===== config.mk =====
export PLATFORM = sky130hd
export DESIGN_NAME = paddle_emulator
export DESIGN_NICKNAME = d
export VERILOG_FILES = /design/src/rtl/paddle_pkg.sv /design/src/rtl/paddle_channel.sv /design/src/rtl/paddle_emulator.sv
export SDC_FILE = /design/constraint.sdc
export NUM_CORES = 1
export LEC_CHECK = 0
export ABC_AREA = 1
export BUFFER_PORTS_ARGS = -buffer_cell sky130_fd_sc_hd__buf_2
export CAP_MARGIN = 10
export CORE_UTILIZATION = 39
export CTS_BUF_LIST = sky130_fd_sc_hd__clkbuf_4
export CTS_CLUSTER_SIZE = 30
export DETAILED_ROUTE_END_ITERATION = 12
export GPL_TIMING_DRIVEN = 0
export SLEW_MARGIN = 30
export SYNTH_ARGS = -nofsm -noshare
export SYNTH_HDL_FRONTEND = slang
export SYNTH_HIERARCHICAL = 1
export SYNTH_SLANG_ARGS = --single-unit

===== constraint.sdc =====
create_clock -name clk_sys -period 2.5 [get_ports clk_sys]
set_input_delay 0.25 -clock clk_sys [delete_from_list [all_inputs] [get_ports clk_sys]]
set_output_delay 0.25 -clock clk_sys [all_outputs]
set_load 0.03 [all_outputs]

===== src/rtl/paddle_pkg.sv =====
// Shared types and saturating arithmetic helpers for the paddle emulator.
// Arithmetic helpers work on 32-bit unsigned values, so intermediate sums
// never wrap for any supported position width.
package paddle_pkg;

  typedef enum logic [1:0] {
    DIR_HOLD,
    DIR_UP,
    DIR_DOWN
  } dir_t;

  typedef enum logic {
    MODE_DIGITAL,
    MODE_ANALOG
  } mode_t;

  // Add with an upper clamp; the sum is formed wide so it cannot wrap.
  function automatic int unsigned clamp_add(input int unsigned pos,
                                            input int unsigned step,
                                            input int unsigned max);
    int unsigned sum;
    sum = pos + step;
    return (sum > max) ? max : sum;
  endfunction

  // Subtract with a floor of zero.
  function automatic int unsigned clamp_sub(input int unsigned pos,
                                            input int unsigned step);
    return (pos > step) ? (pos - step) : 32'd0;
  endfunction

  // Limit an absolute position to the legal range.
  function automatic int unsigned clamp_max(input int unsigned pos,
                                            input int unsigned max);
    return (pos > max) ? max : pos;
  endfunction

endpackage


===== src/rtl/paddle_channel.sv =====
// One paddle: per-frame position update (digital stepping with hold
// acceleration, or analog absolute), the line-countdown capture register,
// and the registered paddle-timing pin that goes high when the countdown
// reaches zero.
module paddle_channel
  import paddle_pkg::*;
#(
  parameter int unsigned POS_W        = 9,
  parameter int unsigned POS_MAX      = 255,
  parameter int unsigned CENTER       = 128,
  parameter int unsigned STEP_SLOW    = 5,
  parameter int unsigned STEP_FAST    = 8,
  parameter int unsigned ACCEL_FRAMES = 8
) (
  input  logic             clk_sys,
  input  logic             reset,
  input  logic             vs_rise,
  input  logic             hs_rise,
  input  logic             speed_sel,
  input  mode_t            mode,
  input  logic             up,
  input  logic             down,
  input  logic [POS_W-1:0] analog_pos,
  output logic [POS_W-1:0] pos,
  output logic             pad_pin
);

  localparam int unsigned HELD_W = $clog2(ACCEL_FRAMES + 1);
  localparam logic [HELD_W-1:0] ACCEL_LIM = HELD_W'(ACCEL_FRAMES);

  logic [POS_W-1:0]  cap;
  logic [HELD_W-1:0] held_cnt;
  dir_t              last_dir;

  logic [POS_W-1:0]  pos_nxt;
  logic [POS_W-1:0]  cap_nxt;
  logic [HELD_W-1:0] held_nxt;
  dir_t              last_dir_nxt;
  dir_t              dir;
  int unsigned       step;

  // Decode the joystick request and choose the step, doubled once held long enough.
  always_comb begin
    dir  = DIR_HOLD;
    step = speed_sel ? STEP_FAST : STEP_SLOW;
    if (up && !down) begin
      dir = DIR_UP;
    end else if (down && !up) begin
      dir = DIR_DOWN;
    end
    if (held_cnt >= ACCEL_LIM) begin
      step = step << 1;
    end
  end

  // Next-state: a frame start captures and updates; a line start counts the capture down.
  always_comb begin
    pos_nxt      = pos;
    cap_nxt      = cap;
    held_nxt     = held_cnt;
    last_dir_nxt = last_dir;
    if (vs_rise) begin
      cap_nxt = pos;
      if (mode == MODE_ANALOG) begin
        pos_nxt      = POS_W'(clamp_max(32'(analog_pos), POS_MAX));
        held_nxt     = '0;
        last_dir_nxt = DIR_HOLD;
      end else begin
        case (dir)
          DIR_UP:   pos_nxt = POS_W'(clamp_sub(32'(pos), step));
          DIR_DOWN: pos_nxt = POS_W'(clamp_add(32'(pos), step, POS_MAX));
          default:  pos_nxt = pos;
        endcase
        if ((dir != DIR_HOLD) && (dir == last_dir)) begin
          held_nxt = (held_cnt >= ACCEL_LIM) ? held_cnt : held_cnt + 1'b1;
        end else begin
          held_nxt = '0;
        end
        last_dir_nxt = dir;
      end
    end else if (hs_rise && (cap != '0)) begin
      cap_nxt = cap - 1'b1;
    end
  end

  // Channel state registers; the pin reflects the countdown one cycle late.
  always_ff @(posedge clk_sys or posedge reset) begin
    if (reset) begin
      pos      <= POS_W'(CENTER);
      cap      <= '0;
      held_cnt <= '0;
      last_dir <= DIR_HOLD;
      pad_pin  <= 1'b1;
    end else begin
      pos      <= pos_nxt;
      cap      <= cap_nxt;
      held_cnt <= held_nxt;
      last_dir <= last_dir_nxt;
      pad_pin  <= (cap == '0);
    end
  end

endmodule


===== src/rtl/paddle_emulator.sv =====
// Multi-channel paddle emulator top: detects sync edges from the game chip,
// emits a frame tick, and fans the frame/line events out to independent
// per-paddle channels whose timing pins drive LPin/RPin.
module paddle_emulator
  import paddle_pkg::*;
#(
  parameter int unsigned CHANNELS     = 2,
  parameter int unsigned POS_W        = 9,
  parameter int unsigned POS_MAX      = 255,
  parameter int unsigned CENTER       = 128,
  parameter int unsigned STEP_SLOW    = 5,
  parameter int unsigned STEP_FAST    = 8,
  parameter int unsigned ACCEL_FRAMES = 8
) (
  input  logic                      clk_sys,
  input  logic                      reset,
  input  logic                      vs,
  input  logic                      hs,
  input  logic                      speed_sel,
  input  logic [CHANNELS-1:0]       mode,
  input  logic [CHANNELS-1:0]       up,
  input  logic [CHANNELS-1:0]       down,
  input  logic [CHANNELS*POS_W-1:0] analog_pos,
  output logic [CHANNELS*POS_W-1:0] pos_out,
  output logic [CHANNELS-1:0]       pad_pin,
  output logic                      frame_tick
);

  logic vs_q;
  logic hs_q;
  logic vs_rise;
  logic hs_rise;

  assign vs_rise = vs & ~vs_q;
  assign hs_rise = hs & ~hs_q;

  // Sync history for edge detection and the registered frame pulse.
  always_ff @(posedge clk_sys or posedge reset) begin
    if (reset) begin
      vs_q       <= 1'b0;
      hs_q       <= 1'b0;
      frame_tick <= 1'b0;
    end else begin
      vs_q       <= vs;
      hs_q       <= hs;
      frame_tick <= vs_rise;
    end
  end

  for (genvar gi = 0; gi < CHANNELS; gi++) begin : g_ch
    paddle_channel #(
      .POS_W        (POS_W),
      .POS_MAX      (POS_MAX),
      .CENTER       (CENTER),
      .STEP_SLOW    (STEP_SLOW),
      .STEP_FAST    (STEP_FAST),
      .ACCEL_FRAMES (ACCEL_FRAMES)
    ) u_channel (
      .clk_sys    (clk_sys),
      .reset      (reset),
      .vs_rise    (vs_rise),
      .hs_rise    (hs_rise),
      .speed_sel  (speed_sel),
      .mode       (mode_t'(mode[gi])),
      .up         (up[gi]),
      .down       (down[gi]),
      .analog_pos (analog_pos[gi*POS_W +: POS_W]),
      .pos        (pos_out[gi*POS_W +: POS_W]),
      .pad_pin    (pad_pin[gi])
    );
  end

endmodule


==> impl_metrics.toml <==
[pwr]
p_sw_mw = 1.69
p_leak_nw = 2.82
power.density_mw_per_mm2 = 669
intPower_mw = 1.85
swShare_pct = 47.7
vdd_ir_drop_max_mv = 0.308
p_clk_share_pct = 12.3
power_frac_comb_pct = 53.4
pwr-share-seq_pct = 34.4

[timing]
report.final.slew_viol_count = 0
fin_tns_setup_ns = 0
finalHoldViolations = 0
hold_ws_ns = 0.190
setup_viol = 0
period_needed_ns = 2.35
fmax_ghz = 0.426
max_slew.worst_pin.slew_ns = 0.584
max-slew-margin-rel_pct = 61.0
period_share_pct = 93.9
rsz0062_at_grt = "no"
fin_worst_skew_ns = 0.0224
setup_slack_ns = 0.154

[grt]
grt_overflow_total = 0
grt_pass1_wl_um = 20600
antenna_found_initial = 0
grt_max_degree = 26
grt_use_total_pct = 20.4
grt_pass1_vias = 4168

[routing]
drt_iter0_drc = 279
vias = 4490
firstDrtPassIters = 9
drc = 2
detail_route.wl_per_cell_um = 13.7
ant_nets = 0
avgViaCountPerCell = 5.03
routed_wl_um = 12200

[clock_network]
cts.path.max_buffers = 2
root_buffer = "clkbuf_4"
cts_tree = "yes"
cts_buffers = 5
h-tree-depth = 2
clk_latency_ns = 0.39
postCtsSetupBuffers = 0
cts.clk_slew.worst_paths_ns = 0.17
cts.sinks = 53

[setup_path]
end_kind = "flip-flop"
crit_type = "reg2reg"
crit_path_max_fanout = 8
crit_arrival_ns = 2.66
crit_required_ns = 2.81
crit_top_cell = "nand2_1"
cpPeakStageDelay_ns = 0.43
critPathLaunchType = "flip-flop"
worst-r2r-cell-count = 14
crit_chain = "inv_2 > ha_4 > ha_1 > fa_1 > nand2_1 > nand2_1 > nand3_2 > nand3_1 > nand2_4 > nand3_1 > nand2_1 > nand2_1 > nand2_1 > nand2_1"
crit_slowest_cell = "dfrtp_1"

[synth]
netlist_area_mm2 = 0.00471
syn_avg_cell_area_um2 = 6.80
seq_area_frac_synth_pct = 28.3
syn_nets = 761
yosys_warnings = 6
synth.distinct_cells = 45
yosysTopAreaCell = "dfrtp_1"
syn_inst = 692
yosysTopAreaCellShare_pct = 26.1
synth-seq-cells = 53
synthTopCellsByArea = "dfrtp_1 26%, nand2_1 16%, ha_1 9.6%, inv_1 6.5%, nor2_1 6.1%"

[cells_and_area]
fin_util_pct = 45.7
drive_above_1_share_pct = 18.9
syn_to_final_growth_pct = 12.2
antenna_cells = 0
final_area_mm2 = 0.00528
final_nets = 818
layout_common_cells = "198 x nand2_1, 78 x inv_1, 77 x nor2_1"
layout_commonest_cell = "nand2_1"

[hold_path]
hold_path_depth = 5
worstHoldPathType = "in2reg"

[die]
num_io_pins = 50
core_mm2 = 0.0116
placementRows = 39
start_util_pct = 40.7
die_area_mm2 = 0.0125
die-width_um = 112
die_y_um = 112

[place]
io_buffers = 47
dpl_worst_slack_ns = 0.0474
gp_congestion = 0.866
place_area_mm2 = 0.00512
post-dp-hpwl_um = 9530

[flow_run]
drv_cap = 0

[outcome]
violations = "design-rule violations"
status = "complete, but fails checks"
repair_timing:
action / 4_1_cts / 5_1_grt
endpoints found under the hold margin: 51 / 0
gates resized for setup: 0 / 20
setup endpoints to repair: 0 / 16
hold buffers: 3 / 0
area by class of cell:
| cell class | count | area [um^2] |
|---|---|---|
| fill | 1201 | 6280 |
| multi-input combinational | 518 | 2930 |
| sequential | 53 | 1330 |
| inverter | 101 | 382 |
| timing repair buffer | 50 | 265 |
| tap | 143 | 179 |
| buffer | 20 | 133 |
| clock buffer | 8 | 60.1 |
state kept, by name, summed over array words and instances (netlist names):
signal	count
g_ch.u_channel/pad_pin	2
vs_q	1
frame_tick	1
g_ch.u_channel/pos	18
hs_q	1
g_ch.u_channel/last_dir	4
g_ch.u_channel/cap	18
g_ch.u_channel/held_cnt	8
path summary, 6_finish.rpt:
path | start | endpoint | slack [ns]
max | g_ch[0].u_channel/held_cnt[3]$_DFFE_PP0P_ | g_ch[0].u_channel/pos[6]$_DFFE_PP0P_ | 0.15
min | analog_pos[0] | g_ch[0].u_channel/pos[0]$_DFFE_PP0P_ | 0.19
max reg2reg | g_ch[0].u_channel/held_cnt[3]$_DFFE_PP0P_ | g_ch[0].u_channel/pos[6]$_DFFE_PP0P_ | 0.15
min reg2reg | vs_q$_DFF_PP0_ | frame_tick$_DFF_PP0_ | 0.47
max in group asynchronous | reset | g_ch[0].u_channel/cap[3]$_DFFE_PP0P_ | 1.63
min in group asynchronous | reset | vs_q$_DFF_PP0_ | 0.29
Yosys cell counts, drive strengths merged:
cell,count
a221oi,1
o21bai,1
dfstp,4
or2,7
nand4,15
a22oi,1
o22ai,4
o21ai,14
nor3,21
o311ai,1
dfrtp,49
o211ai,4
a211oi,1
nor2,86
nor4,2
fa,4
nand2,209
clkinv,2
buf,14
clkbuf,6
xor2,18
o21a,1
ha,36
a21oi,22
a31oi,3
nand3b,4
nand3,63
inv,99
through the flow:
step	instances	power (mW)
3_3_place_gp	882	3.03
4_1_cts	893	3.50
5_1_grt	893	3.86
6_report	893	3.53
2_1_floorplan	692	2.59
3_5_place_dp	882	3.05
worst max-delay path: cells and delay by family, from the launching register on:
kind	cells	cell delay, ns
flip-flops	1	0.43
buffers and inverters	1	0.08
AND/OR/NAND/NOR	10	0.95
adder cells (fa/ha/maj)	3	0.81
routing by layer:
| metal | up-vias | global-route usage [%] | wire [um] |
|---|---|---|---|
| met3 | 5 | 1.80 | 595 |
| li1 | 2304 | - | - |
| met5 | - | 0 | 0 |
| met1 | 2075 | 30.5 | 6120 |
| met4 | 0 | 4.77 | 68 |
| met2 | 106 | 31.7 | 5430 |
power groups by stage:
stage | logic (mW) | clock network [mW] | registers [mW]
global placement | 1.81 | 0 | 1.22
CTS | 1.84 | 0.452 | 1.21
detailed placement | 1.82 | 0 | 1.22
finish | 1.89 | 0.433 | 1.22
floorplan | 1.28 | 0 | 1.30
global route | 2.14 | 0.480 | 1.24
kinds of logic after synthesis:
logic type                 share of synthesized area, %
AOI/OAI and AO/OA                                  6.86
xor gates and xnor gates                           3.35
adders and majority gates                          11.3
buffers and inverters                              10.8
DFF                                                28.3
and+or+nand+nor                                    39.4
Note: power is estimated with default switching activity, not from simulation.
